$ cat config.mk
export PLATFORM = sky130hd
export DESIGN_NAME = mem_block_copier
export DESIGN_NICKNAME = d
export VERILOG_FILES = /design/src/rtl/mem_block_copier_pkg.sv /design/src/rtl/mem_copy_addr_chk.sv /design/src/rtl/mem_block_copier.sv
export SDC_FILE = /design/constraint.sdc
export NUM_CORES = 1
export LEC_CHECK = 0
export ABC_CLOCK_PERIOD_IN_PS = 5600
export BUFFER_PORTS_ARGS = -buffer_cell sky130_fd_sc_hd__buf_2
export CORE_MARGIN = 5
export CORE_UTILIZATION = 48
export CTS_CLUSTER_DIAMETER = 150
export DETAILED_ROUTE_END_ITERATION = 10
export PLACE_DENSITY = 0.79
export SLEW_MARGIN = 20
export SYNTH_ARGS = -nofsm -noshare
export SYNTH_HDL_FRONTEND = slang
export SYNTH_SLANG_ARGS = --single-unit
$ cat constraint.sdc
create_clock -name clk -period 5.6 [get_ports clk]
set_input_delay 1.12 -clock clk [delete_from_list [all_inputs] [get_ports clk]]
set_output_delay 1.12 -clock clk [all_outputs]
set_load 0.005 [all_outputs]
$ cat src/rtl/mem_block_copier_pkg.sv
// Shared encodings and defaults for the block copier.
// Latency: n/a (types and constants only).
// Backpressure: n/a.
package mem_block_copier_pkg;

    localparam int MEM_DEPTH_DEF = 101;
    localparam int LEN_W_DEF     = 8;

    typedef enum logic [1:0] {
        ST_IDLE  = 2'd0,
        ST_READ  = 2'd1,
        ST_WRITE = 2'd2,
        ST_FIN   = 2'd3
    } state_t;

endpackage

$ cat src/rtl/mem_copy_addr_chk.sv
// Word address generator: base + idx with 32-bit wrap and memory range check.
// Latency: combinational.
// Backpressure: none; ok low means the address must not be strobed.
module mem_copy_addr_chk
    import mem_block_copier_pkg::*;
#(
    parameter int MEM_DEPTH = MEM_DEPTH_DEF,
    parameter int IDX_W     = LEN_W_DEF
) (
    input  logic [31:0]      base,
    input  logic [IDX_W-1:0] idx,
    output logic [31:0]      addr,
    output logic             ok
);

    logic [32:0] sum;

    // Carry out of the 33-bit sum flags a wrapped address.
    always_comb begin
        sum  = {1'b0, base} + 33'(idx);
        addr = sum[31:0];
        ok   = !sum[32] && (sum[31:0] < 32'(MEM_DEPTH));
    end

endmodule

$ cat src/rtl/mem_block_copier.sv
// Block copier: reads LEN words from src_base and writes them to dst_base, one read + one write cycle per word.
// Latency: busy the cycle after start; done 2*len+1 cycles after the start edge (1 for len==0).
// Backpressure: none; start is ignored outside IDLE. Optional MEM_COPY_CHECKSUM_EN adds a running checksum.
module mem_block_copier
    import mem_block_copier_pkg::*;
#(
    parameter int MEM_DEPTH = MEM_DEPTH_DEF,
    parameter int LEN_W     = LEN_W_DEF
) (
    input  logic             clk,
    input  logic             rst_n,
    input  logic             start,
    input  logic [31:0]      src_base,
    input  logic [31:0]      dst_base,
    input  logic [LEN_W-1:0] len,
    output logic             busy,
    output logic             done,
    output logic             err,
    output logic [31:0]      ad,
    output logic [31:0]      wr,
    output logic             memtowrite,
    output logic             memtoread,
    input  logic [31:0]      read
`ifdef MEM_COPY_CHECKSUM_EN
    ,
    output logic [31:0]      checksum
`endif
);

    state_t           state;
    logic [31:0]      src_q;
    logic [31:0]      dst_q;
    logic [31:0]      data_q;
    logic [LEN_W-1:0] len_q;
    logic [LEN_W-1:0] idx;
    logic [LEN_W-1:0] idx_inc;
    logic [LEN_W-1:0] src_idx;
    logic [31:0]      src_b;
    logic [31:0]      src_addr;
    logic [31:0]      dst_addr;
    logic             src_ok;
    logic             dst_ok;

    // In IDLE the first source address comes straight from the start inputs;
    // in WRITE the source checker looks one word ahead for the next READ.
    assign idx_inc = idx + 1'b1;
    assign src_b   = (state == ST_IDLE) ? src_base : src_q;
    assign src_idx = (state == ST_IDLE) ? '0 : idx_inc;
    assign wr      = data_q;

    mem_copy_addr_chk #(.MEM_DEPTH(MEM_DEPTH), .IDX_W(LEN_W)) u_src_chk (
        .base (src_b),
        .idx  (src_idx),
        .addr (src_addr),
        .ok   (src_ok)
    );

    mem_copy_addr_chk #(.MEM_DEPTH(MEM_DEPTH), .IDX_W(LEN_W)) u_dst_chk (
        .base (dst_q),
        .idx  (idx),
        .addr (dst_addr),
        .ok   (dst_ok)
    );

    // Copy FSM; every output is loaded on the edge that enters the state it belongs to.
    always_ff @(posedge clk) begin
        if (!rst_n) begin
            state      <= ST_IDLE;
            busy       <= 1'b0;
            done       <= 1'b0;
            err        <= 1'b0;
            ad         <= '0;
            data_q     <= '0;
            memtowrite <= 1'b0;
            memtoread  <= 1'b0;
            src_q      <= '0;
            dst_q      <= '0;
            len_q      <= '0;
            idx        <= '0;
        end else begin
            done <= 1'b0;
            err  <= 1'b0;
            case (state)
                ST_IDLE: begin
                    memtoread  <= 1'b0;
                    memtowrite <= 1'b0;
                    if (start) begin
                        src_q <= src_base;
                        dst_q <= dst_base;
                        len_q <= len;
                        idx   <= '0;
                        if (len == '0) begin
                            state <= ST_FIN;
                            done  <= 1'b1;
                            busy  <= 1'b0;
                        end else if (src_ok) begin
                            state     <= ST_READ;
                            busy      <= 1'b1;
                            ad        <= src_addr;
                            memtoread <= 1'b1;
                        end else begin
                            err  <= 1'b1;
                            busy <= 1'b0;
                        end
                    end
                end
                ST_READ: begin
                    data_q    <= read;
                    memtoread <= 1'b0;
                    if (dst_ok) begin
                        state      <= ST_WRITE;
                        ad         <= dst_addr;
                        memtowrite <= 1'b1;
                    end else begin
                        state <= ST_IDLE;
                        err   <= 1'b1;
                        busy  <= 1'b0;
                    end
                end
                ST_WRITE: begin
                    memtowrite <= 1'b0;
                    idx        <= idx_inc;
                    if (idx_inc == len_q) begin
                        state <= ST_FIN;
                        done  <= 1'b1;
                        busy  <= 1'b0;
                    end else if (src_ok) begin
                        state     <= ST_READ;
                        ad        <= src_addr;
                        memtoread <= 1'b1;
                    end else begin
                        state <= ST_IDLE;
                        err   <= 1'b1;
                        busy  <= 1'b0;
                    end
                end
                ST_FIN: begin
                    state <= ST_IDLE;
                    busy  <= 1'b0;
                end
            endcase
        end
    end

`ifdef MEM_COPY_CHECKSUM_EN
    // Running sum of written words; cleared on an accepted start, held after done/err.
    always_ff @(posedge clk) begin
        if (!rst_n) begin
            checksum <= '0;
        end else if (state == ST_IDLE && start) begin
            checksum <= '0;
        end else if (state == ST_WRITE) begin
            checksum <= checksum + data_q;
        end
    end
`else
    // No checksum accumulator in this build.
`endif

endmodule

---- After elaboration in Yosys (flattened, before gate mapping) ----
Index checks and enable logic that the tools add are counted.
cells by class
  magnitude comparators ................... 2
  muxes and demuxes ....................... 40
  reduce and logical (&&, ||, !) cells .... 17
  eq/ne operators ......................... 12
  $add $sub $neg .......................... 3
operators by type and width
  cell                                                   count
  2-to-1 mux 32 bit                                      6
  case mux 32 bit (3 select lines)                       1
  adder 32 x 8 -> 33 bit                                 2
  < comparator 32 x 7 -> 1 bit, second input constant    2
  2-to-1 mux 1 bit                                       19
  2-to-1 mux 8 bit                                       2
  case mux 8 bit (2 select lines)                        1
  inequality test 2 bit, second input constant           6
  2-to-1 mux 2 bit                                       5
  adder 8 x 1 -> 8 bit, second input constant            1
  == test 8 bit                                          1
  logical NOT 8 bit                                      1
  case mux 2 bit (4 select lines)                        1
  AND reduction 2 bit                                    4
  case mux 1 bit (3 select lines)                        2
  AND reduction 3 bit                                    2
  AND reduction 5 bit                                    1
  == test 2 bit, second input constant                   2
  case mux 1 bit (2 select lines)                        2
  case mux 1 bit (4 select lines)                        1
  nonzero test 2 bit                                     2
  inequality test 3 x 2 -> 1 bit, second input constant  1
  inequality test 3 bit, second input constant           1
  nonzero test 3 bit                                     1
  other kinds (5)                                        7
word-level totals
  register bits ........................... 151
  output and inout bits ................... 69
  input bits .............................. 107
  logic and storage cells ................. 86

---- Longest topological paths before layout ----
  depth in word-level cells ............... 9
  depth in mapped cells ................... 25
  depth with buffers taken out ............ 16

---- By module ----
From an unflattened synthesis, not the netlist that was laid out.
unflattened totals
  cells, all modules ...................... 1106
  area total of the unflattened synthesis .. 9038.7 µm²
by module, submodules not included
  module                          instances  cells each  area each (µm²)  seq. area each (µm²)
  mem_block_copier                1          782         6789.0           3022.9
  mem_copy_addr_chk at u_src_chk  1          170         1204.9           0.0
  mem_copy_addr_chk at u_dst_chk  1          154         1044.8           0.0

---- Worst setup path before layout ----
Ideal clock, no wire load.
  kind .................................... register -> register
  from .................................... reg state[0]
  to ...................................... reg ad[11]
  path buffers ............................ 8
  required time ........................... 5485 ps
  arrival ................................. 5835 ps
  period minus slack after synthesis ...... 5950 ps
  slack ................................... -350 ps
  setup time .............................. 115 ps
  cell stages (with the launch flop) ...... 23
  cells stage by stage .................... dfxtp_1 inv_1 ha_1 buf_6 buf_4 buf_2 buf_2 clkbuf_1 clkbuf_1 buf_1 mux2_2 ha_1 nand2_1 a211oi_1 o21ai_1 or3_1 or3_1 o31a_1 or4b_4 o31ai_4 a21oi_1 clkbuf_1 and2_1
between the ends
  word-level cells in the longest chain between the ends .. 9
  elaborated cells between the ends (all ways) .. 20
  classes of those cells .................. 1 x add/sub; 1 x order compare; 6 x eq/ne; 7 x mux; 5 x reduce/logical
ends and longest elaborated chain
  element                                                            line                                                                    RTL
  start: declaration                                                 mem_block_copier.sv:30                                                  state_t state;
  start signal: assignment                                           mem_block_copier.sv:68                                                  state <= ST_IDLE;
  start signal: assignment                                           mem_block_copier.sv:93                                                  state <= ST_FIN;
  start signal: assignment                                           mem_block_copier.sv:97                                                  state <= ST_READ;
  logical NOT 2 bit                                                  mem_block_copier.sv:47, mem_block_copier.sv:48, mem_block_copier.sv:83
  2-to-1 mux 32 bit or 2-to-1 mux 8 bit (tied branches)              mem_block_copier.sv:47, mem_block_copier.sv:48
  adder 32 x 8 -> 33 bit                                             mem_copy_addr_chk.sv:20                                                 sum = {1'b0, base} + 33'(idx);
  < comparator 32 x 7 -> 1 bit or logical NOT 1 bit (tied branches)  mem_copy_addr_chk.sv:22                                                 ok = !sum[32] && (sum[31:0] < 32'(MEM_DEPTH));
  logical AND 1 bit                                                  mem_copy_addr_chk.sv:22
  2-to-1 mux 32 bit                                                  mem_block_copier.sv:96, mem_block_copier.sv:127
  2-to-1 mux 32 bit                                                  mem_block_copier.sv:92                                                  if (len == '0) begin
  2-to-1 mux 32 bit                                                  mem_block_copier.sv:87                                                  if (start) begin
  case mux 32 bit (3 select lines)                                   mem_block_copier.sv:83                                                  case (state)
  end signal: assignment                                             mem_block_copier.sv:99                                                  ad <= src_addr;
  end signal: assignment                                             mem_block_copier.sv:112                                                 ad <= dst_addr;
  end signal: assignment                                             mem_block_copier.sv:129                                                 ad <= src_addr;
  end: declaration                                                   mem_block_copier.sv:19                                                  output logic [31:0] ad,
Several ways; a longest one is shown, not always the timed one. The select of a mux whose other input is x is not followed.
A chain may end at the register's enable or synchronous reset.

---- Worst setup path in the final report ----
  from .................................... reg state[0]
  to ...................................... reg ad[5]
The elaborated chain is that of the path after synthesis.

==> metrics.yaml <==
finish:
  nNetsFinal: 1276
  drive_above_1_share_pct: 21.5
  final_area_um2: 9720
  diodes: 0
  area_growth_pct: 20.5
  fillCellCount: 1440
power:
  p_per_area_nw_per_um2: 360
  leakagePower_nw: 4.20
  ir_drop_uv: 247
clock_tree:
  postCtsHoldBufs: 0
  cts_buffers: 17
  path_clk_slew_ns: 0.07
  htree_levels: 4
  cts.path.max_buffers: 2
  worstSkewPairLatency_ns: 0.45
  cts_sinks: 151
  cts_tree: "yes"
  cts.repair.resized: 0
  cts_root_buf: "clkbuf_16"
  cts_setup_buffers: 0
placement:
  port_buffers: 175
  routabilityCongestion: 0.894
  placed_area_um2: 9090
  dp_hpwl_um: 16000
die:
  core_um2: 16500
  dieArea_um2: 19500
  ios: 176
  die_h_um: 140
  die_x_um: 140
  std_cell_rows: 47
  initial_core_util_pct: 48.8
global_routing:
  grt_util_met1_pct: 27.4
  grt.total_usage_pct: 22.0
  grt_start_max_net_pins: 68
  grt_pass1_wl_um: 35700
  grt.busiest_layer: "met2"
  grt_overflow: 0
  grt_pass1_vias: 7332
  antenna_found_initial: 1
  grt_use_met2_pct: 36.3
  met3_usage_pct: 6.66
sta:
  fin_skew_ns: 0.0224
  fmax_mhz: 200
  hold_violations: 0
  final_max_slew_viol_count: 0
  period_minus_slack_ns: 5.01
  fin_tns_setup_ns: 0
  finalSetupViolations: 0
  rsz0062_at_grt: "no"
  max-slew-margin-rel_pct: 38.3
  timing_worst_slew_pin_value_ns: 0.925
  period_share_pct: 89.4
routing:
  num_vias: 7770
  ant_nets: 0
  first_iter_violations: 505
  wirelength_um: 22000
  vias_per_cell: 5.64
  dr.pass1.iters: 6
  routedWlPerCell_um: 16.0
  drc: 0
logic_synthesis:
  yosysSeqAreaShare_pct: 37.5
  postSynthAreaPerCell_um2: 8.13
  synth_area_um2: 8060
  ys_seq_elements: 151
  post-synth-top-area-cell: "dfxtp_1"
  ys.flop_type: "dfxtp_1"
  yosysUniqueCellTypes: 69
  syn_inst: 992
  yosysMostFrequentCell: "nand2_1"
  synth_top_area_share_pct: 37.5
  syn_nets: 1123
  async_reset_ff_share_pct: 0
  synth-edff-count: 0
  yosys_warnings: 0
  synth_common_cells: "192 x nand2_1, 151 x dfxtp_1, 105 x a21oi_1, 73 x nor2_1, 64 x mux2i_1"
  synthTopCellsByArea: "dfxtp_1 37%, nand2_1 8.9%, mux2i_1 7.9%, a21oi_1 6.5%, ha_1 3.4%"
setup_path:
  required_ns: 5.92
  crit_path_start: "state[0]$_SDFFE_PN0P_"
  setup.worst_path.end_class: "flip-flop"
  timing.rr.start: "state[0]$_SDFFE_PN0P_"
  worst_r2r_path_depth: 16
  r2r_slack_ns: 0.59
  crit_path_start_kind: "flip-flop"
  reg2reg_to: "ad[5]$_SDFFE_PN0P_"
  cp_slowest_cell: "or4b_4"
  arrival_ns: 5.33
  cpPeakStageDelay_ns: 0.58
  path_class: "reg2reg"
  path_max_fanout: 21
  crit_chain: "inv_1 -> ha_2 -> buf_4 -> mux2_2 -> ha_1 -> nand2b_1 -> a211oi_1 -> o21ai_1 -> or3_1 -> or3_1 -> o31a_1 -> or4b_4 -> o31ai_4 -> buf_4 -> a21oi_1 -> a311oi_1"
outcome:
  status: "complete, no violations"
flow_run:
  maxCapViolations: 0
min_path:
  min_to: "src_q[31]$_SDFFE_PN0P_"
  hp-start: "src_q[31]$_SDFFE_PN0P_"
  hold_depth: 2
  worstHoldPathType: "reg2reg"
## critical path: cells and delay by family, from the launching register on
kind / cells / cell delay [ns]
buf+inv: 3 / 0.68
simple gates: 4 / 1.51
flops: 1 / 0.35
compound gates: 6 / 1.28
fa+ha+maj: 2 / 0.68
mux: 1 / 0.38
## registers in the layout (all words and copies together), names as in the netlist
register / flops
ad: 32
dst_q: 32
src_q: 32
wr: 32
idx: 8
len_q: 8
state: 2
busy: 1
done: 1
err: 1
memtoread: 1
memtowrite: 1
## cells by family (layout without fill, tap and decap cells)
| family | Yosys count | after routing | synth area share (%) |
|---|---|---|---|
| mux | 76 | 76 | 9.62 |
| fa+ha+maj | 24 | 24 | 3.91 |
| buf+inv | 66 | 232 | 3.30 |
| simple gates | 421 | 421 | 24.4 |
| xor+xnor | 42 | 42 | 4.56 |
| compound gates | 212 | 212 | 16.7 |
| flops | 151 | 151 | 37.5 |
## worst max path at each step
| stage | cells after the start | slack [ns] | end |
|---|---|---|---|
| final | 16 | 0.59 | ad[5]$_SDFFE_PN0P_ |
| after global routing | 16 | 0.28 | ad[5]$_SDFFE_PN0P_ |
| after CTS | 16 | 0.61 | ad[5]$_SDFFE_PN0P_ |
| after detailed placement | 16 | 0.41 | ad[5]$_SDFFE_PN0P_ |
| after global placement | 16 | 0.50 | ad[15]$_SDFFE_PN0P_ |
| after floorplan | 24 | 0.02 | ad[11]$_SDFFE_PN0P_ |
## final cells by class
type,instances,area [um^2],area share [%]
clock buffers,17,425,4.38
clock inverters,15,201,2.07
inverters,14,53.8,0.553
multi-input cells,775,4780,49.2
flip-flops and latches,151,3020,31.1
well taps,220,275,2.83
repair buffers,186,958,9.86
## layer usage
metal  wire [um]  vias up
met5          20        -
met1        9440     3607
met2       10400      304
met3        1780       31
met4         370        2
li1            -     3826
## cells in the final DEF (no fill, tap or decap), types with 6 or more instances in the layout
cell type / n
a211oi_1: 10
a21o_1: 9
a21oi_1: 105
a22oi_1: 6
a311oi_1: 7
and2_1: 30
and3_1: 7
buf_2: 175
buf_4: 11
clkbuf_16: 17
clkinv_8: 7
dfxtp_1: 151
ha_1: 20
inv_1: 12
mux2_2: 12
mux2i_1: 64
nand2_1: 191
nand3_1: 30
nand3b_1: 7
nand4_1: 16
nor2_1: 73
nor3_1: 19
nor4_1: 13
o21a_1: 6
o21ai_0: 16
xnor2_1: 23
xor2_1: 19
## power breakdown
part	internal (W)	leakage, nW	switching [W]
clock	0.000611	0.302	0.000557
combinational	0.000412	2.67	0.000597
sequential	0.00120	1.23	0.000121
total	0.00223	4.20	0.00127
## metrics by stage
| step | std cells | util (%) | total power, W | setup WS (ns) | hold WS [ns] |
|---|---|---|---|---|---|
| global route | 1378 | 58.8 | 0.00370 | 0.285 | 0.473 |
| detailed placement | 1346 | 55.0 | 0.00234 | 0.411 | 0.442 |
| floorplan | 992 | - | 0.00207 | 0.0194 | 0.434 |
| CTS | 1378 | 58.8 | 0.00351 | 0.613 | 0.457 |
| global placement | 1346 | 55.0 | 0.00232 | 0.499 | 0.439 |
| finish | 1378 | 58.8 | 0.00350 | 0.593 | 0.455 |
Power figures use the tool's default switching activity.
